==> src/rtl/cmn_arb_pkg.sv <==
`default_nettype none
// ============================================================================
// Module   : cmn_arb_pkg
// Brief    : Shared constants and mode names for the cmn priority arbiters.
// Revision : 1.0 - initial release
// ============================================================================
package cmn_arb_pkg;

  // Arbitration flavour, derived from STARVE_LIMIT (0 means pure fixed priority)
  typedef enum logic [0:0] {
    ARB_FIXED       = 1'b0,
    ARB_FIXED_PROMO = 1'b1
  } arb_mode_e;

  // Default number of lost arbitrations before a waiting channel is promoted
  localparam int C_STARVE_LIMIT_DEF = 8;

endpackage : cmn_arb_pkg
`default_nettype wire

==> src/rtl/cmn_pipe_reg.sv <==
`default_nettype none
// ============================================================================
// Module   : cmn_pipe_reg
// Brief    : Single-entry forward register with valid/ready. Accepts a new
//            beat whenever empty or being drained, giving 1 beat/cycle.
// Revision : 1.0 - initial release
// ============================================================================
module cmn_pipe_reg #(
  parameter type PLD_TYPE = logic
) (
  input  logic    clk,
  input  logic    rst,
  input  logic    i_vld,
  output logic    o_rdy,
  input  PLD_TYPE i_pld,
  output logic    o_vld,
  input  logic    i_rdy,
  output PLD_TYPE o_pld
);

  logic    r_full;
  PLD_TYPE r_pld;

  // Room for a new beat when empty or when the held beat leaves this cycle
  assign o_rdy = !r_full || i_rdy;
  assign o_vld = r_full;
  assign o_pld = r_pld;

  // Fill has priority over drain so simultaneous drain+fill keeps the entry full
  always_ff @(posedge clk) begin
    if (rst) begin
      r_full <= 1'b0;
      r_pld  <= '0;
    end else if (i_vld && o_rdy) begin
      r_full <= 1'b1;
      r_pld  <= i_pld;
    end else if (i_rdy) begin
      r_full <= 1'b0;
    end
  end

endmodule : cmn_pipe_reg
`default_nettype wire

==> src/rtl/cmn_prio_arb_n.sv <==
`default_nettype none
// ============================================================================
// Module   : cmn_prio_arb_n
// Brief    : N-channel fixed-priority valid/ready arbiter (index 0 highest)
//            with starvation promotion, grant lock for the combinational
//            output and an optional registered output stage.
// Revision : 1.0 - initial release
// ============================================================================
module cmn_prio_arb_n
  import cmn_arb_pkg::*;
#(
  parameter type PLD_TYPE     = logic,
  parameter int  N            = 4,
  parameter int  STARVE_LIMIT = C_STARVE_LIMIT_DEF,
  parameter int  OUT_REG      = 1,
  localparam int IDX_W        = $clog2(N)
) (
  input  logic             clk,
  input  logic             rst,
  input  logic [N-1:0]     s_vld,
  output logic [N-1:0]     s_rdy,
  input  PLD_TYPE          s_pld [N],
  output logic             m_vld,
  input  logic             m_rdy,
  output PLD_TYPE          m_pld,
  output logic [IDX_W-1:0] m_idx,
  output logic             m_promo
);

  localparam arb_mode_e c_mode     = (STARVE_LIMIT == 0) ? ARB_FIXED : ARB_FIXED_PROMO;
  localparam bit        c_promo_en = (c_mode == ARB_FIXED_PROMO);
  localparam bit        c_lock_en  = (OUT_REG == 0);
  localparam int        c_wc_w     = (STARVE_LIMIT > 0) ? $clog2(STARVE_LIMIT + 1) : 1;

  typedef logic [IDX_W-1:0]  idx_t;
  typedef logic [c_wc_w-1:0] wcnt_t;

  typedef struct packed {
    PLD_TYPE pld;
    idx_t    idx;
    logic    promo;
  } beat_t;

  localparam wcnt_t c_limit = c_wc_w'(STARVE_LIMIT);

  wcnt_t        r_wcnt [N];
  logic [N-1:0] w_starved;
  idx_t         w_sel;
  logic         w_promo;
  logic         w_any;
  logic         w_adv;
  logic         w_hs;
  logic         r_lock;
  idx_t         r_lock_idx;
  logic         r_lock_promo;

  assign w_any = |s_vld;
  assign w_hs  = w_any && w_adv;

  // A channel is starved once it has lost STARVE_LIMIT handshakes while waiting
  always_comb begin
    w_starved = '0;
    for (int i = 0; i < N; i++) begin
      w_starved[i] = c_promo_en && s_vld[i] && (r_wcnt[i] == c_limit);
    end
  end

  // Priority select: lock beats starvation beats plain fixed priority
  always_comb begin
    w_sel   = '0;
    w_promo = 1'b0;
    for (int i = N - 1; i >= 0; i--) begin
      if (s_vld[i]) w_sel = idx_t'(i);
    end
    if (|w_starved) begin
      w_promo = 1'b1;
      for (int i = N - 1; i >= 0; i--) begin
        if (w_starved[i]) w_sel = idx_t'(i);
      end
    end
    if (r_lock) begin
      w_sel   = r_lock_idx;
      w_promo = r_lock_promo;
    end
  end

  // Only the selected channel may see ready, and only when the beat can move
  always_comb begin
    s_rdy = '0;
    if (w_hs) s_rdy[w_sel] = 1'b1;
  end

  // Wait counters: clear on own handshake or idle, count others' handshakes
  always_ff @(posedge clk) begin
    for (int i = 0; i < N; i++) begin
      if (rst) begin
        r_wcnt[i] <= '0;
      end else if (!s_vld[i] || (w_hs && (w_sel == idx_t'(i)))) begin
        r_wcnt[i] <= '0;
      end else if (w_hs && (r_wcnt[i] != c_limit)) begin
        r_wcnt[i] <= r_wcnt[i] + wcnt_t'(1);
      end
    end
  end

  // Grant lock keeps the combinational output stable while the sink stalls
  always_ff @(posedge clk) begin
    if (rst) begin
      r_lock       <= 1'b0;
      r_lock_idx   <= '0;
      r_lock_promo <= 1'b0;
    end else if (c_lock_en && w_any) begin
      if (!m_rdy) begin
        r_lock       <= 1'b1;
        r_lock_idx   <= w_sel;
        r_lock_promo <= w_promo;
      end else begin
        r_lock       <= 1'b0;
      end
    end
  end

  generate
    if (OUT_REG != 0) begin : g_out_reg
      logic  w_pipe_rdy;
      beat_t w_beat_in;
      beat_t w_beat_out;

      assign w_beat_in = '{pld: s_pld[w_sel], idx: w_sel, promo: w_promo};
      assign w_adv     = w_pipe_rdy && !rst;

      cmn_pipe_reg #(
        .PLD_TYPE (beat_t)
      ) u_pipe (
        .clk   (clk),
        .rst   (rst),
        .i_vld (w_hs),
        .o_rdy (w_pipe_rdy),
        .i_pld (w_beat_in),
        .o_vld (m_vld),
        .i_rdy (m_rdy),
        .o_pld (w_beat_out)
      );

      assign m_pld   = w_beat_out.pld;
      assign m_idx   = w_beat_out.idx;
      assign m_promo = w_beat_out.promo;
    end else begin : g_out_comb
      assign w_adv   = m_rdy && !rst;
      assign m_vld   = w_any && !rst;
      assign m_pld   = s_pld[w_sel];
      assign m_idx   = w_sel;
      assign m_promo = w_promo;
    end
  endgenerate

endmodule : cmn_prio_arb_n
`default_nettype wire
==> config.mk <==
export PLATFORM = sky130hd
export DESIGN_NAME = cmn_prio_arb_n
export DESIGN_NICKNAME = d
export VERILOG_FILES = /design/src/rtl/cmn_arb_pkg.sv /design/src/rtl/cmn_pipe_reg.sv /design/src/rtl/cmn_prio_arb_n.sv
export SDC_FILE = /design/constraint.sdc
export NUM_CORES = 1
export LEC_CHECK = 0
export ABC_AREA = 0
export CORE_MARGIN = 10
export CORE_UTILIZATION = 40
export DETAILED_ROUTE_END_ITERATION = 8
export PLACE_DENSITY = 0.65
export SLEW_MARGIN = 20
export SYNTH_ARGS = -nofsm -noshare
export SYNTH_HDL_FRONTEND = slang
export SYNTH_HIERARCHICAL = 1
export SYNTH_SLANG_ARGS = --single-unit
export TNS_END_PERCENT = 1
==> constraint.sdc <==
create_clock -name clk -period 2.8 [get_ports clk]
set_clock_uncertainty 0.2 [all_clocks]
set_input_delay 0.56 -clock clk [delete_from_list [all_inputs] [get_ports clk]]
set_output_delay 0.56 -clock clk [all_outputs]
set_load 0.01 [all_outputs]
=== Yosys cells after proc, flatten, opt, wreduce, memory -nomap -nowiden ===
Memories as Yosys holds them, arrays and structs flattened.
Index checks and enable logic that the tools add are counted.

* Memories kept: 1
* Output and inout port bits: 9
* RAM bits: 16
* Bits of input ports: 11
* Word-level logic and storage cells: 119
* Register bits after elaboration: 5

{| class="wikitable"
|+ Memories
! name !! words !! bits a word !! rd ports !! clocked after Yosys merged registers in !! write ports !! RTL line !! source
|-
| r_wcnt || 4 || 4 || 4 || 0 || 4 || cmn_prio_arb_n.sv:46 || <nowiki>wcnt_t r_wcnt [N];</nowiki>
|}

* Bitwise logic cells: 9
* Order comparisons: 3
* Muxes and demuxes: 56
* $add $sub $neg: 4
* Reduce and logical (&&, ||, !) cells: 31
* Equal/unequal tests: 11

{| class="wikitable"
|+ Operators by type and width
! cell !! number
|-
| two-way mux 1 bit || 36
|-
| two-way mux 4 bit || 9
|-
| two-way mux 2 bit || 9
|-
| adder 4 x 1 -> 4 bit (second input constant) || 4
|-
| equality test 4 bit (second input constant) || 4
|-
| logical AND 1 bit || 16
|-
| != test 4 bit (second input constant) || 4
|-
| OR 1 bit || 8
|-
| OR reduction 4 bit || 2
|-
| zero test 1 bit || 6
|-
| logical OR 1 bit || 5
|-
| equality test 2 bit (second input constant) || 2
|-
| greater-or-equal comparator 3 bit (second input constant) || 1
|-
| < comparator 2 x 3 -> 1 bit (second input constant) || 1
|-
| inverter 2 -> 3 bit || 1
|-
| binary-select mux 1 bit (select 2 bit) || 1
|-
| demux 1 bit (select 2 bit) || 1
|-
| equality test 2 x 1 -> 1 bit (second input constant) || 1
|-
| greater-or-equal comparator 2 x 1 -> 1 bit (second input constant) || 1
|-
| zero test 2 bit || 1
|-
| nonzero test 2 bit || 1
|}

=== Logic depth before layout (Yosys ltp) ===
Gate-level depths: netlist (run 1).

* Depth in word-level cells: 17
* Gate-level depth with buffers: 10
* Depth with buffers taken out: 10

=== Cells and area by module ===
The synthesis (run 1) kept the hierarchy.

{| class="wikitable"
|+ By module, submodules not included
! module !! area an instance (sq um) !! cells each !! times used
|-
| cmn_prio_arb_n || 1097.3 || 110 || 1
|-
| cmn_pipe_reg || 217.7 || 22 || 1
|}

=== Worst setup path after synthesis (run 1) ===
Ideal clock, no wire load.

* Kind: in2reg
* Start: input port m_rdy
* End: memory r_wcnt[1][0] (netlist bit), enable pin
* Cell stages on the path: 7
* Path slack: 0.455 ns
* Arrival: 1.878 ns
* Buffers on the path: 2
* Library setup time: 0.267 ns
* Cell sequence: nand2b_4 -> buf_6 -> nor2b_1 -> o31a_1 -> buf_6 -> and3_4 -> or4b_4

{| class="wikitable"
|+ RTL lines
! what !! RTL line !! source
|-
| from (decl) || cmn_prio_arb_n.sv:24 || <nowiki>input logic m_rdy,</nowiki>
|-
| to (decl) || cmn_prio_arb_n.sv:46 ||
|}

==> run summary, run 1 <==
Worst-Margin Slew - 0.389 ns
kind of critical path - flip-flop to primary output
Worst Path Required - 2.04 ns
Detailed Route WL - 2950 µm
DRT antenna net count - 0
clock buffer depth - 2
Syn Std Cell Area - 1320 µm²
wire per inst - 13.0 µm
RSZ-0062 raised after global routing - true
DRT iter0 DRCs - 28
worst r2r path cells - 8
startpoint types - flip-flop
Worst-path clk slew - 0.11 ns
period utilization - 97.0%
synthesized area per cell - 9.96 µm²
Die H - 77.3 µm
yosys warns - 6
vias per cell - 4.85
fillers - 284
CTS H-Tree Depth - 1
DP Cell Count - 211
Root Buffer - clkbuf_4
worst min path class - flip-flop to flip-flop
post-layout instance area - 1790 µm²
Overflow after GRT - 0
reg2reg setup slack - 0.35 ns
top-area cell type share of the netlist area - 36.5%
critical path fanouts, max - 4
Rel. slew slack - 74.0%
initial antenna violation count - 0
post-route insts no fill - 226
Pre-antenna DRT Iters - 4
ANT cells - 0
LEAKAGE - 0.761 nW
Final Max Tran Viols - 0
detailed-route DRC error count - 0
R2R Path End - r_wcnt[1][3]
count of cell types in the netlist - 35
Synth Flop Type - edfxtp_1
DIE AREA - 5980 µm²
leading area contributor after synthesis - edfxtp_1
total track usage - 9.57%
CTS tree - yes
vias in the first global route - 1,078
largest net degree at the start of global routing - 12
syn_nets - 151
Clock Latency Late Sink - 0.30 ns
Worst Path Arrival - 1.95 ns
Post-synth EDFFs - 16
Power Dens Cells - 398 nW/µm²
layout cells sized above 1 - 25.8%
final hold vios - 0
synth top area cells - edfxtp_1 (37%), dfxtp_1 (7.6%), ha_1 (7.6%)
Port Buffers - 19
Max stage delay on crit path - 0.43 ns
status - finished clean
Core Area - 3100 µm²
CTS hold repair buffers - 0
Worst Setup EP - s_rdy[3]
Area after DPL - 1680 µm²
Peak VDD IR - 0.318 mV
GPL Wtd Cong - 0.904
Top Ports - 20
Std-Cell Rows - 20
post-synthesis sequential area ratio - 44.1%
post-DP HPWL - 2210 µm
die width - 77.3 µm
DR vias - 1,096
Seq cells post-synth - 21
Critical Path Source - r_wcnt[2][1]
Nets - 202
first-pass GRT wire length - 4710 µm
Max Fclk - 0.368 GHz
Max Cap Violations - 0
Starting Density - 42.4%
Reg2Reg Launch Point - r_wcnt[2][1]
Num CTS Buffers - 3
crit path capture type - primary output
CTS Sinks - 21
cell chain of the critical path - inv_1 > ha_1 > nand4b_1 > buf_4 > o211ai_1 > nand2_2 > clkinv_2 > and3_1 > clkbuf_2
Post-Synthesis Cells - 132
crit path max-delay cell type - edfxtp_1
ys async rst share - 0%
# setup viols final - 0
Final Critical Period - 2.71 ns
Area Overhead vs Synth - 35.9%
worst min-delay path by stage:
stage	start	end	slack [ns]	cells past startpoint
floorplan	r_wcnt[1][0]	r_wcnt[1][0]	0.38	1
global placement	g_out_reg.u_pipe/o_pld[2]	g_out_reg.u_pipe/o_pld[2]	0.36	2
detailed placement	g_out_reg.u_pipe/o_pld[3]	g_out_reg.u_pipe/o_pld[3]	0.36	2
CTS	g_out_reg.u_pipe/o_pld[3]	g_out_reg.u_pipe/o_pld[3]	0.39	2
global route	g_out_reg.u_pipe/o_pld[1]	g_out_reg.u_pipe/o_pld[1]	0.42	2
finish	g_out_reg.u_pipe/o_pld[3]	g_out_reg.u_pipe/o_pld[3]	0.38	2
per-layer routing:
layer | part of all wire, % | track usage (%) | wire (µm) | up-vias
li1 | - | - | - | 559
met1 | 44 | 10.7 | 1300 | 506
met2 | 49 | 16.1 | 1450 | 27
met3 | 5.0 | 2.88 | 148 | 4
met4 | 1.7 | 4.74 | 49 | 0
met5 | 0 | 0 | 0 | -
flip-flops by register name (all words and copies together), names as in the netlist:
register	count
r_wcnt	16
g_out_reg.u_pipe/o_pld	4
g_out_reg.u_pipe/o_vld	1
cell usage in the layout, fill, tap and decap left out, types with 2 or more instances in the layout:
cell	n
a21bo_1	4
a21oi_1	5
and3_1	2
buf_4	30
clkbuf_2	3
clkbuf_4	3
clkdlybuf4s50_1	11
dfxtp_1	5
dlygate4sd2_1	4
edfxtp_1	16
ha_1	7
inv_1	14
mux2i_1	3
nand2_1	5
nand2b_1	2
nand3_1	8
nand3b_1	4
nand4b_1	4
nor2_1	20
o211ai_1	2
o21ai_0	3
xnor2_1	4
xor2_1	4
Yosys cell counts, drive strengths merged (2+ instances only):
cell type,count
a21bo,4
a21oi,5
and3,3
buf,2
dfxtp,5
edfxtp,16
ha,8
inv,14
mux2i,3
nand2,6
nand2b,3
nand3,8
nand3b,4
nand4b,4
nor2,20
o211ai,2
o21ai,4
xnor2,4
xor2,4
where the power goes:
group,switching [mW],internal (mW)
combinational,0.0880,0.103
clock,0.0901,0.0555
sequential,0.0157,0.358
critical path: cells and delay by family, from the launching register on:
family | cells | cell delay, ns
and+or+nand+nor | 3 | 0.47
AOI/OAI and AO/OA | 1 | 0.09
DFF | 1 | 0.43
adders and majority gates | 1 | 0.16
buffers and inverters | 4 | 0.50
metrics by stage:
step           hold slack [ns]  utilization, %  total power [mW]  setup WS (ns)  TNS [ns]
3_5_place_dp             0.364            54.0             0.558         -0.381     -1.72
3_3_place_gp             0.362            54.0             0.553         -0.353     -1.62
6_report                 0.381            57.6             0.711         0.0852         0
4_1_cts                  0.387            56.7             0.709         0.0116         0
5_1_grt                  0.416            57.6             0.749        -0.0165   -0.0165
2_1_floorplan            0.385               -             0.474          0.455         0
area by class of cell:
cell class / count / area (µm²) / area share [%]
multi-input cells: 93 / 677 / 37.9
flip-flops and latches: 21 / 581 / 32.5
repair buffers: 49 / 390 / 21.8
inverters: 15 / 57.6 / 3.22
well taps: 44 / 55.1 / 3.08
clock buffers: 4 / 26.3 / 1.47
repair_timing:
action / 4_1_cts / 5_1_grt
setup buffers: 6 / 5
resized for setup: 16 / 8
pin swaps: 9 / 3
endpoints found under the setup margin: 4 / 4
logic make-up (layout without fill, tap and decap cells):
| kind of cell | after synthesis | in the layout | synth area share, % |
|---|---|---|---|
| AOI/OAI and AO/OA | 20 | 20 | 11.2 |
| xor gates and xnor gates | 8 | 8 | 5.33 |
| adders and majority gates | 8 | 8 | 7.61 |
| buffers and inverters | 18 | 68 | 6.28 |
| DFF | 21 | 21 | 44.1 |
| muxes | 3 | 3 | 2.28 |
| and+or+nand+nor | 54 | 54 | 23.1 |
(Power assumes the default switching activity.)
==> run 2: changes to the inputs <==
--- a/config.mk
+++ b/config.mk
@@ -8,3 +8,3 @@
 export ABC_AREA = 0
-export CORE_MARGIN = 10
+export CORE_MARGIN = 1
 export CORE_UTILIZATION = 40
--- a/constraint.sdc
+++ b/constraint.sdc
@@ -4,2 +4,2 @@
 set_output_delay 0.56 -clock clk [all_outputs]
-set_load 0.01 [all_outputs]
+set_load 0.005 [all_outputs]
==> run 2 against run 1 <==
The flow now finishes with violations (setup timing). Flip-flop and latch count stayed put. Register-to-register slack worse by 0.60 ns. Combinational power hardly changed. Fmax down 11%. Routed wire length rose by 1.4%. Die area shrank 41%. Setup slack got worse by 0.33 ns. Sequential power about the same.
==> run summary, run 2 (same netlist as run 1, synthesis figures left out) <==
status - finished with violations
failing checks - setup timing
DRT antenna net count - 0 (unchanged)
Pre-antenna DRT Iters - 4 (unchanged)
DIE AREA - 3520 µm² (-41%)
Starting Density - 42.7% (+0.34 points)
Critical path buffers and inverters - 14 (+10)
Setup TNS - -0.248 ns (-0.248 ns)
clock buffer depth - 2 (unchanged)
combinational cell fraction of total power - 27.1% (+0.2 points)
Final Max Tran Viols - 0 (unchanged)
critical path fanouts, max - 4 (unchanged)
Root Buffer - clkbuf_4
Worst-Margin Slew - 0.377 ns (-0.0122 ns)
CTS Sinks - 21 (unchanged)
Max stage delay on crit path - 0.42 ns (about the same)
Core Area - 3080 µm² (-0.81%)
Int Power - 0.521 mW (+0.87%)
Clock Latency Late Sink - 0.30 ns (about the same)
Die H - 59.3 µm (-23%)
DRT iter0 DRCs - 45 (+61%)
largest net degree at the start of global routing - 12 (unchanged)
Worst Path Arrival - 3.09 ns (+1.14 ns)
layout cells sized above 1 - 28.2% (+2.4 points)
sequential power share - 52.4% (-0.2 points)
CP top delay family - buffers and inverters
Rel. slew slack - 74.8% (+0.81 points)
Max Fclk - 0.328 GHz (-11%)
Top Ports - 20 (unchanged)
post-DP HPWL - 2030 µm (-8.0%)
Power Dens Cells - 384 nW/µm² (-3.5%)
crit path capture type - flip-flop
cell chain of the critical path - inv_1 > ha_2 > nand4b_1 > buf_4 > buf_4 > buf_4 > buf_4 > buf_4 > buf_4 > buf_4 > buf_4 > buf_4 > buf_4 > buf_4 > buf_4 > buf_4 > nand2_1 > nand3_2 > a21oi_2
period utilization - 109% (+12 points)
CTS hold repair buffers - 0 (unchanged)
worst r2r path cells - 19 (+11)
kind of critical path - flip-flop to flip-flop
reg2reg setup slack - -0.25 ns (-0.60 ns)
Worst Setup EP - g_out_reg.u_pipe/o_pld[0]
Design Power - 0.717 mW (+0.94%)
Port Buffers - 19 (unchanged)
Psw - 0.196 mW (+1.1%)
Overflow after GRT - 0 (unchanged)
RSZ-0062 raised after global routing - true
end-of-flow core utilization - 60.7% (+3.2 points)
Worst Path Required - 2.84 ns (+0.80 ns)
LEAKAGE - 0.807 nW (+6.1%)
Detailed Route WL - 2990 µm (+1.4%)
Max Cap Violations - 0 (unchanged)
Peak VDD IR - 0.218 mV (-32%)
Worst-path clk slew - 0.12 ns (about the same)
final hold vios - 0 (unchanged)
DP Cell Count - 209 (-0.95%)
DR vias - 1,142 (+4.2%)
Area Overhead vs Synth - 42.2%
vias in the first global route - 1,206 (+12%)
crit path max-delay cell type - edfxtp_1
Clk pwr share - 20.6% (about the same)
Largest register FFs - 16 (unchanged)
Nets - 208 (+3.0%)
Std-Cell Rows - 20 (unchanged)
most frequent cells in the layout - buf_4 (35), nor2_1 (20), edfxtp_1 (16), inv_1 (14), clkdlybuf4s50_1 (11)
Critical Path Source - r_wcnt[3][1]
die width - 59.3 µm (-23%)
first-pass GRT wire length - 4990 µm (+5.9%)
Final Critical Period - 3.05 ns (+0.333 ns)
fillers - 264 (-7.0%)
GPL Wtd Cong - 0.934 (+3.3%)
wire per inst - 12.9 µm (-1.2%)
startpoint types - flip-flop
register bank with the most flops - r_wcnt
vias per cell - 4.92 (+1.5%)
Switching Fraction - 27.3% (+0.051 points)
total track usage - 19.1% (+9.6 points)
# setup viols final - 1 (+1)
initial antenna violation count - 0 (unchanged)
CTS tree - yes
Reg2Reg Launch Point - r_wcnt[3][1]
Num CTS Buffers - 3 (unchanged)
worst min path class - flip-flop to flip-flop
detailed-route DRC error count - 0 (unchanged)
worst setup margin - -0.248 ns (-0.333 ns)
CTS H-Tree Depth - 1 (unchanged)
ANT cells - 0 (unchanged)
post-route insts no fill - 232 (+2.7%)
Crit path depth - 19 (+10)
cell repeated most along the worst path - buf_4
R2R Path End - g_out_reg.u_pipe/o_pld[0]
commonest non-fill, non-tap cell in the layout - buf_4
run 2: worst register-to-register path, cell delays in order (launching register included):
cell	delay, ns
edfxtp_1	0.42
inv_1	0.08
ha_2	0.17
nand4b_1	0.21
buf_4	0.21
buf_4	0.12
buf_4	0.12
buf_4	0.12
buf_4	0.12
buf_4	0.12
buf_4	0.12
buf_4	0.12
buf_4	0.12
buf_4	0.12
buf_4	0.12
buf_4	0.12
buf_4	0.12
nand2_1	0.06
nand3_2	0.06
a21oi_2	0.11
run 2: worst min path at each step:
stage,from,to,slack (ns),cells after the start
floorplan,g_out_reg.u_pipe/o_pld[0],g_out_reg.u_pipe/o_pld[0],0.36,2
global placement,g_out_reg.u_pipe/o_pld[2],g_out_reg.u_pipe/o_pld[2],0.36,2
detailed placement,g_out_reg.u_pipe/o_pld[2],g_out_reg.u_pipe/o_pld[2],0.36,2
CTS,g_out_reg.u_pipe/o_pld[2],g_out_reg.u_pipe/o_pld[2],0.38,2
global route,g_out_reg.u_pipe/o_pld[1],g_out_reg.u_pipe/o_pld[1],0.40,2
finish,g_out_reg.u_pipe/o_pld[3],g_out_reg.u_pipe/o_pld[3],0.38,2
run 2: repair_timing:
item	4_1_cts	5_1_grt
hold endpoints to repair	0	0
buffers inserted	18	1
setup endpoints to repair	4	5
gates resized for setup	15	6
pin swaps	8	3
run 2: layer usage:
metal  part of all wire [%]  global-route usage (%)
met1                     45                    22.9
met4                    1.7                    8.84
met3                    2.0                    2.84
met5                      0                       0
met2                     51                    33.5
run 2: layout make-up:
class	instances	area (µm²)	area share, %
flip-flops and latches	21	581	31.1
repair buffers	55	459	24.6
clock buffers	4	26.3	1.41
inverters	15	57.6	3.08
multi-input cells	93	691	36.9
well taps	44	55.1	2.95
run 2: power by group through the flow:
stage               combinational [mW]  clock, mW  sequential [mW]
floorplan                       0.0897          0            0.381
global placement                 0.161          0            0.383
detailed placement               0.166          0            0.385
CTS                              0.188      0.153            0.376
global route                     0.212      0.169            0.379
finish                           0.194      0.147            0.376
run 2: through the flow:
stage          area (µm²)  hold WS (ns)  worst slack [ns]
3_3_place_gp         1660         0.361            -0.318
4_1_cts              1840         0.384            -0.216
5_1_grt              1870         0.404            -0.343
3_5_place_dp         1660         0.364            -0.354
6_report             1870         0.381            -0.248
2_1_floorplan        1320         0.358             0.469
==> run 3: changes to the inputs <==
Settings changed: CORE_MARGIN 1 to 2.
==> run 3 against run 2 <==
The flow still finishes with violations (setup timing). Combinational power grew 6%. First-iteration DRC count shrank 29%. Clock-buffer cell count is the same. Die area grew 6.9%. Fmax grew 8.5%. Routed wire length grew 5.3%. Clock power shrank 3%. Critical path depth shrank 9. Via count shrank 0.53%. Sequential power is essentially flat. Flip-flop and latch count is the same. Non-clock buffer count shrank 6.
==> run summary, run 3 (same netlist as run 1, synthesis figures left out) <==
most frequent cells in the layout - buf_4 (29), nor2_1 (19), edfxtp_1 (16), inv_1 (13), clkdlybuf4s50_1 (11)
initial antenna violation count - 0 (unchanged)
Worst Path Arrival - 2.05 ns (-1.04 ns)
CTS hold repair buffers - 0 (unchanged)
Final Max Tran Viols - 0 (unchanged)
clock buffer depth - 2 (unchanged)
Worst Path Required - 2.04 ns (-0.80 ns)
kind of critical path - flip-flop to primary output
post-route insts no fill - 226 (-2.6%)
Max Cap Violations - 0 (unchanged)
Switching Fraction - 27.4% (+0.035 points)
Die H - 61.3 µm (+3.4%)
Overflow after GRT - 0 (unchanged)
largest net degree at the start of global routing - 12 (unchanged)
CTS H-Tree Depth - 1 (unchanged)
Int Power - 0.526 mW (+0.87%)
Detailed Route WL - 3150 µm (+5.3%)
DIE AREA - 3760 µm² (+6.9%)
Clk pwr share - 19.8% (-0.8 points)
failing checks - setup timing
Clock Latency Late Sink - 0.30 ns (about the same)
fillers - 290 (+9.8%)
Num CTS Buffers - 3 (unchanged)
Setup TNS - -0.00766 ns (+0.240 ns)
vias in the first global route - 1,154 (-4.3%)
wire per inst - 13.9 µm (+8.1%)
Worst-Margin Slew - 0.418 ns (+0.0408 ns)
Area Overhead vs Synth - 38.5%
Power Dens Cells - 397 nW/µm² (+3.6%)
Hold Worst Slack - 0.382 ns (+0.000649 ns)
Nets - 202 (-2.9%)
Largest register FFs - 16 (unchanged)
Pre-antenna DRT Iters - 4 (unchanged)
post-DP HPWL - 2160 µm (+6.0%)
CTS Sinks - 21 (unchanged)
final hold vios - 0 (unchanged)
# setup viols final - 1 (unchanged)
DRT iter0 DRCs - 32 (-29%)
DP Cell Count - 207 (-0.96%)
total track usage - 17.9% (-1.2 points)
sequential power share - 51.9% (-0.5 points)
vias per cell - 5.03 (+2.1%)
Rel. slew slack - 72.1% (-2.7 points)
register bank with the most flops - r_wcnt
detailed-route DRC error count - 0 (unchanged)
CTS tree - yes
LEAKAGE - 0.780 nW (-3.4%)
Final Critical Period - 2.81 ns (-0.240 ns)
status - finished with violations
Max Fclk - 0.356 GHz (+8.5%)
worst setup margin - -0.00766 ns (+0.240 ns)
layout cells sized above 1 - 27.5% (-0.72 points)
commonest non-fill, non-tap cell in the layout - buf_4
Port Buffers - 19 (unchanged)
Core Area - 3080 µm² (unchanged)
DR vias - 1,136 (-0.53%)
DRT antenna net count - 0 (unchanged)
critical path fanouts, max - 3 (-1)
Starting Density - 42.7% (unchanged)
die width - 61.3 µm (+3.4%)
first-pass GRT wire length - 4930 µm (-1.1%)
RSZ-0062 raised after global routing - true
Root Buffer - clkbuf_4
Peak VDD IR - 0.261 mV (+20%)
Top Ports - 20 (unchanged)
period utilization - 100% (-8.6 points)
Worst-path clk slew - 0.11 ns (about the same)
Psw - 0.198 mW (+1.0%)
combinational cell fraction of total power - 28.3% (+1.2 points)
worst min path class - flip-flop to flip-flop
ANT cells - 0 (unchanged)
crit path capture type - primary output
GPL Wtd Cong - 0.876 (-6.3%)
pre-CTS WS - -0.349 ns (+0.00538 ns)
Std-Cell Rows - 20 (unchanged)
startpoint types - flip-flop
==> run 3: area by class of cell <==
class / instances / area [µm²] / share of cell area [%]
Multi-Input combinational cell: 93 / 701 / 38.5
Tap cell: 44 / 55.1 / 3.02
Sequential cell: 21 / 581 / 31.9
Timing Repair Buffer: 49 / 402 / 22.0
Inverter: 15 / 57.6 / 3.16
Clock buffer: 4 / 26.3 / 1.44
==> run 3: path summary, 6_finish.rpt <==
kind / from / end / slack, ns / cells past startpoint
setup reg to reg: r_wcnt[2][0] / r_wcnt[1][3] / 0.26 / 9
hold reg to reg: g_out_reg.u_pipe/o_pld[1] / g_out_reg.u_pipe/o_pld[1] / 0.38 / 2
setup / recovery: r_wcnt[2][0] / s_rdy[0] / -0.008 / 10
hold / removal: g_out_reg.u_pipe/o_pld[1] / g_out_reg.u_pipe/o_pld[1] / 0.38 / 2
==> run 3: layer usage <==
| metal | track usage [%] | up-vias | wire [µm] |
|---|---|---|---|
| met5 | 0 | - | 0 |
| met4 | 8.81 | 0 | 34 |
| met3 | 3.36 | 4 | 85 |
| met2 | 31.9 | 22 | 1710 |
| met1 | 20.5 | 551 | 1320 |
| li1 | - | 559 | - |
==> run 3: through the flow <==
step / instance area [µm²] / utilization, % / power, mW
after CTS: 1730 / 56.3 / 0.709
after global routing: 1820 / 59.2 / 0.769
after global placement: 1650 / 53.5 / 0.544
after floorplan: 1320 / - / 0.471
after detailed placement: 1650 / 53.5 / 0.550
final: 1820 / 59.2 / 0.724
==> run 3: critical path, cell delays in order (launching register included) <==
cell      delay [ns]
edfxtp_1        0.41
inv_1           0.08
ha_2            0.17
nand4b_1        0.19
buf_4           0.21
o21ai_4         0.16
a31oi_4         0.06
buf_6           0.13
buf_4           0.12
nor2_1          0.10
clkbuf_2        0.12
==> run 3: power by group through the flow <==
stage	Clock (mW)	Sequential, mW	Combinational (mW)
after detailed placement	0	0.386	0.164
final	0.143	0.375	0.205
after global placement	0	0.384	0.160
after CTS	0.152	0.376	0.181
after floorplan	0	0.381	0.0897
after global routing	0.165	0.379	0.226
==> run 3: what timing repair did <==
item / CTS / global route
cloned: 0 / 0
resized for setup: 12 / 15
pin swaps: 6 / 2
setup buffers: 6 / 9
setup endpoints to repair: 4 / 4
==> RTL edit 1, RTL diff (flow settings as in run 2) <==
Set the parameter `OUT_REG` to 0 (it was 1).
--- a/src/rtl/cmn_prio_arb_n.sv
+++ b/src/rtl/cmn_prio_arb_n.sv
@@ -12,7 +12,7 @@
   parameter type PLD_TYPE     = logic,
   parameter int  N            = 4,
   parameter int  STARVE_LIMIT = C_STARVE_LIMIT_DEF,
-  parameter int  OUT_REG      = 1,
+  parameter int  OUT_REG      = 0,
   localparam int IDX_W        = $clog2(N)
 ) (
   input  logic             clk,
Formal check against the unedited RTL: not equivalent (Yosys sat finds a counterexample within 4 cycles, from zero or initial values and one cycle with rst high).
==> RTL edit 1 against run 2 <==
- the run still ends with negative setup slack left
- power rose by 2.7%
- synthesized cell count rose by 1.5%
- area after synthesis rose by 1.2%
- critical path type is now reg -> out
- highest routed layer unchanged
- sequential cell count fell by 1
- final cell count rose by 4.3%
- clock power fell by 3%
- routed wire length rose by 6.9%
- design area rose by 5.6%
- worst setup slack improved by 150 ps
- count of clock-buffer cells in the layout fell by 1
==> RTL edit 1: results (changes against run 2) <==
Place
  • Post-Place Cell Area: 1820 sq um (was 1660 sq um)
  • Gpl congestion: 0.842 (was 0.934)
  • Pre-CTS setup slack: -604 ps (was -354 ps)
  • DP HPWL: 2440 microns (was 2030 microns)

Timing
  • Worst setup margin: -96.6 ps (was -248 ps)
  • # setup viols final: 5 (was 1)

Drt
  • Post-DR wirelength/cell: 13.2 microns (was 12.9 microns)
  • 1st-iter DRT viols: 50 (was 45)
  • Post-DR vias/cell: 4.98 (was 4.92)

Power
  • Worst IR drop on VDD: 186 uV (was 218 uV)
  • Static Leak: 0.868 nW (was 0.807 nW)

Final layout
  • Layout cell share with drive strength beyond 1: 35.9% (was 28.2%)
  • Fillers: 286 (was 264)
  • Nets: 219 (was 208)

Yosys
  • Top post-synthesis cells by area: edfxtp_1 36%, ha_1 7.5%, nor2_1 7.0%, dfxtp_1 6.0%, inv_1 4.5% (was edfxtp_1 37%, dfxtp_1 7.6%, ha_1 7.6%, nor2_1 5.7%, inv_1 4.0%)
  • Most frequent cells after synthesis: 25 x nor2_1, 16 x edfxtp_1, 16 x inv_1, 8 x ha_1, 6 x nand2_1 (was 20 x nor2_1, 16 x edfxtp_1, 14 x inv_1, 8 x ha_1, 8 x nand3_1)
  • Synth unique cells: 38 (was 35)
  • Seq/Total Area, Yosys: 42.1% (was 44.1%)

Status
  • Failing checks: negative setup slack (unchanged)
  • Status: finished, violations left (unchanged)

Global routing
  • Largest net degree at the start of global routing: 11 (was 12)
  • Global Route Usage Sum: 19.6% (was 19.1%)
  • First-pass GRT wire length: 5150 microns (was 4990 microns)

Worst setup path
  • Worst path arrival time: 2140 ps (was 3090 ps)
  • CP max FO: 3 (was 4)
-- RTL edit 1: final cells by class --
cell class                 instances  area (sq um)  share of cell area (%)
multi-input combinational         94           743                    37.6
timing repair buffer              63           518                    26.2
sequential                        20           561                    28.4
clock buffer                       3          22.5                    1.14
inverter                          18          75.1                    3.80
tap                               44          55.1                    2.79
-- RTL edit 1: cells by family after synthesis --
| logic type | synth area share [%] |
|---|---|
| compound gates | 14.8 |
| xor+xnor | 5.26 |
| fa+ha+maj | 7.52 |
| buf+inv | 7.43 |
| flops | 42.1 |
| mux | 2.26 |
| simple gates | 20.7 |
-- RTL edit 1: metrics by stage --
step	TNS [ps]	hold slack, ps	total power [W]	util [%]	instances
final	-263	304	0.000737	63.6	242
after global routing	-805	339	0.000774	63.6	242
after CTS	-359	299	0.000725	61.7	239
after detailed placement	-7120	281	0.000568	58.5	230
after global placement	-6500	246	0.000563	58.5	230
after floorplan	0	231	0.000459	-	134
-- RTL edit 1: worst paths after layout --
path             endpoint  cells after the start         start
min reg2reg  r_lock_promo                      2  r_lock_promo
max reg2reg  r_wcnt[3][2]                      9  r_wcnt[3][0]
max              s_rdy[1]                      8  r_wcnt[3][0]
min          r_lock_promo                      2  r_lock_promo
-- RTL edit 1: power breakdown --
group	leakage [nW]	internal (W)	switching [W]
sequential	0.214	0.000341	0.0000153
clock	0.0138	0.0000503	0.0000931
combinational	0.640	0.000130	0.000106
-- RTL edit 1: repair_timing --
item                                    in CTS  in global routing
pin swaps                                    9                  4
endpoints found under the hold margin        0                  0
resized for setup                           39                 11
endpoints found under the setup margin       9                 13
setup buffers                                6                  3
-- RTL edit 1: routing by layer --
| layer | track usage (%) | up-vias | share of wire, % |
|---|---|---|---|
| li1 | - | 605 | - |
| met4 | 8.97 | 0 | 1.4 |
| met1 | 25.4 | 571 | 46 |
| met3 | 2.81 | 5 | 3.4 |
| met2 | 32.1 | 25 | 49 |
| met5 | 0 | - | 0 |
-- RTL edit 1: critical path, stage by stage, from the launching register on --
cell,delay [ps]
edfxtp_1,410
inv_1,110
ha_4,160
nand4b_4,110
a311o_2,380
o21a_4,250
buf_6,120
nor3_2,150
buf_2,140
==> RTL edit 2, RTL diff (flow settings as in run 2) <==
Without the edit above. The package constant `C_STARVE_LIMIT_DEF` goes from 8 to 32.
--- a/src/rtl/cmn_arb_pkg.sv
+++ b/src/rtl/cmn_arb_pkg.sv
@@ -13,7 +13,7 @@
   } arb_mode_e;
 
   // Default number of lost arbitrations before a waiting channel is promoted
-  localparam int C_STARVE_LIMIT_DEF = 8;
+  localparam int C_STARVE_LIMIT_DEF = 32;
 
 endpackage : cmn_arb_pkg
 `default_nettype wire
Behaviour: not the same (a bounded check fails within 10 cycles, from zero or initial values and one cycle with rst high).
==> RTL edit 2 against run 2 <==
- the flow still finishes with violations (negative setup slack)
- worst setup slack improved by 160 ps
- routed wire length up 23%
- design area grew 31%
- power is 46% higher
- sequential cell count rose by 8
- final cell count increased by 25%
- count of clock-buffer cells in the layout up 1
- global-route usage shrank 2.5 points
- sequential share of layout area up 2.4 points
- area after synthesis rose by 40%
- critical endpoint is now s_rdy[2]
- largest cell class unchanged
- largest power group unchanged
==> RTL edit 2: results (changes against run 2) <==
Worst setup path
  • Setup crit start: s_vld[0] (was r_wcnt[3][1])
  • Worst path arrival time: 2130 ps (was 3090 ps)
  • CP max FO: 6 (was 4)
  • RR Endpoint: r_wcnt[3][2] (was g_out_reg.u_pipe/o_pld[0])
  • Worst r2r src: r_wcnt[3][4] (was r_wcnt[3][1])
  • R2R cell count: 8 (was 19)
  • Reg2reg setup slack: 240 ps (was -250 ps)

Yosys
  • EDFF count, synth: 24 (was 16)
  • Adder-cell area share of the yosys netlist: 5.45% (was 7.61%)
  • Most frequent cells after synthesis: 30 x nor2_1, 24 x edfxtp_1, 19 x nand3_1, 16 x inv_1 (was 20 x nor2_1, 16 x edfxtp_1, 14 x inv_1, 8 x ha_1, 8 x nand3_1)
  • Top post-synthesis cells by area: edfxtp_1 39%, nor2_1 6.1%, dfxtp_1 5.4%, ha_1 5.4%, nand3_1 5.2% (was edfxtp_1 37%, dfxtp_1 7.6%, ha_1 7.6%, nor2_1 5.7%, inv_1 4.0%)
  • Syn Area/Cell: 10.1 sq um (was 9.96 sq um)
  • Synth Area in XOR/XNOR: 7.63% (was 5.33%)
  • Seq/Total Area, Yosys: 44.7% (was 44.1%)
  • Mux contribution to synthesized area: 1.63% (was 2.28%)
  • Compound-gate portion of the synthesized area: 11.4% (was 11.2%)
  • Post-synth net total: 200 (was 151)

Timing
  • Max_slew headroom: 77.5% (was 74.8%)
  • Min Hold Slack: 375 ps (was 381 ps)
  • # setup viols final: 2 (was 1)
  • TNS Setup: -157 ps (was -248 ps)
  • Worst setup margin: -85.4 ps (was -248 ps)

Final layout
  • Nets: 257 (was 208)
  • Max reg flops: 24 (was 16)
  • Layout cell share with drive strength beyond 1: 26.4% (was 28.2%)
  • Fillers: 419 (was 264)

Drt
  • Final WL: 3660 microns (was 2990 microns)
  • Post-DR wirelength/cell: 12.6 microns (was 12.9 microns)
  • 1st-iter DRT viols: 101 (was 45)

Clock tree
  • Reg clk slew, reported paths: 60 ps (was 120 ps)
  • Root Driver: clkbuf_8 (was clkbuf_4)
  • # H-tree levels: 2 (was 1)
  • CTS Buf Count: 5 (was 3)

Status
  • Status: finished, violations left (unchanged)
  • Failing checks: negative setup slack (unchanged)

Place
  • Placed cell count: 280 (was 209)
  • Pre-CTS setup slack: -494 ps (was -354 ps)
  • Gpl congestion: 0.848 (was 0.934)
  • Post-Place Cell Area: 2310 sq um (was 1660 sq um)
  • DP HPWL: 2710 microns (was 2030 microns)

Global routing
  • Vias in the first global route: 1422 (was 1206)
  • Largest net degree at the start of global routing: 15 (was 12)
  • First-pass GRT wire length: 6250 microns (was 4990 microns)

Min path
  • Hold Startpoint: g_out_reg.u_pipe/o_pld[3] (unchanged)

Power
  • Static Leak: 1.00 nW (was 0.807 nW)
  • Worst IR drop on VDD: 256 uV (was 218 uV)
RTL edit 2: cell types whose count changed in the layout (fill, tap and decap cells not counted), sizes merged, moves of 5 or more:
| cell | change |
|---|---|
| clkbuf | +5 |
| dlygate4sd2 | -5 |
| edfxtp | +8 |
| nand3 | +12 |
| nor2 | +10 |
| nor4b | +5 |
RTL edit 2: where the power goes:
| part | switching (W) | leakage [nW] | internal (W) | total, W |
|---|---|---|---|---|
| logic | 0.0000971 | 0.640 | 0.000112 | 0.000209 |
| registers | 0.0000222 | 0.321 | 0.000494 | 0.000516 |
| clock network | 0.000156 | 0.0430 | 0.000167 | 0.000323 |
| total | 0.000275 | 1.00 | 0.000773 | 0.00105 |
RTL edit 2: timing repair:
item,4_1_cts,5_1_grt
pin swaps,0,4
resized for setup,6,20
setup endpoints to repair,4,4
setup buffers,1,2
RTL edit 2: worst max-delay path, cell delays in order:
cell             delay, ps
dlygate4sd2_1          300
or4_4                  500
nand3b_1               120
buf_4                  150
nor3_1                  50
clkdlybuf4s50_1        440
RTL edit 2: cell type report:
class,instances,area share [%]
Inverter,16,2.45
Sequential cell,29,33.5
Clock buffer,5,2.81
Tap cell,52,2.65
Clock inverter,3,0.510
Timing Repair Buffer,54,17.7
Multi-Input combinational cell,132,40.4
RTL edit 2: routing by layer:
metal	global-route usage [%]	up-vias	routed length, microns
met2	24.9	28	1620
met1	21.8	679	1810
li1	-	752	-
met5	0	-	0
met4	7.78	0	74
met3	5.38	8	152
RTL edit 2: cells by family (layout without fill, tap and decap cells):
group           after synthesis  after routing
compound gates               26             26
xor+xnor                     16             16
flops                        29             29
fa+ha+maj                     8              8
simple gates                 79             79
mux                           3              3
buf+inv                      20             78
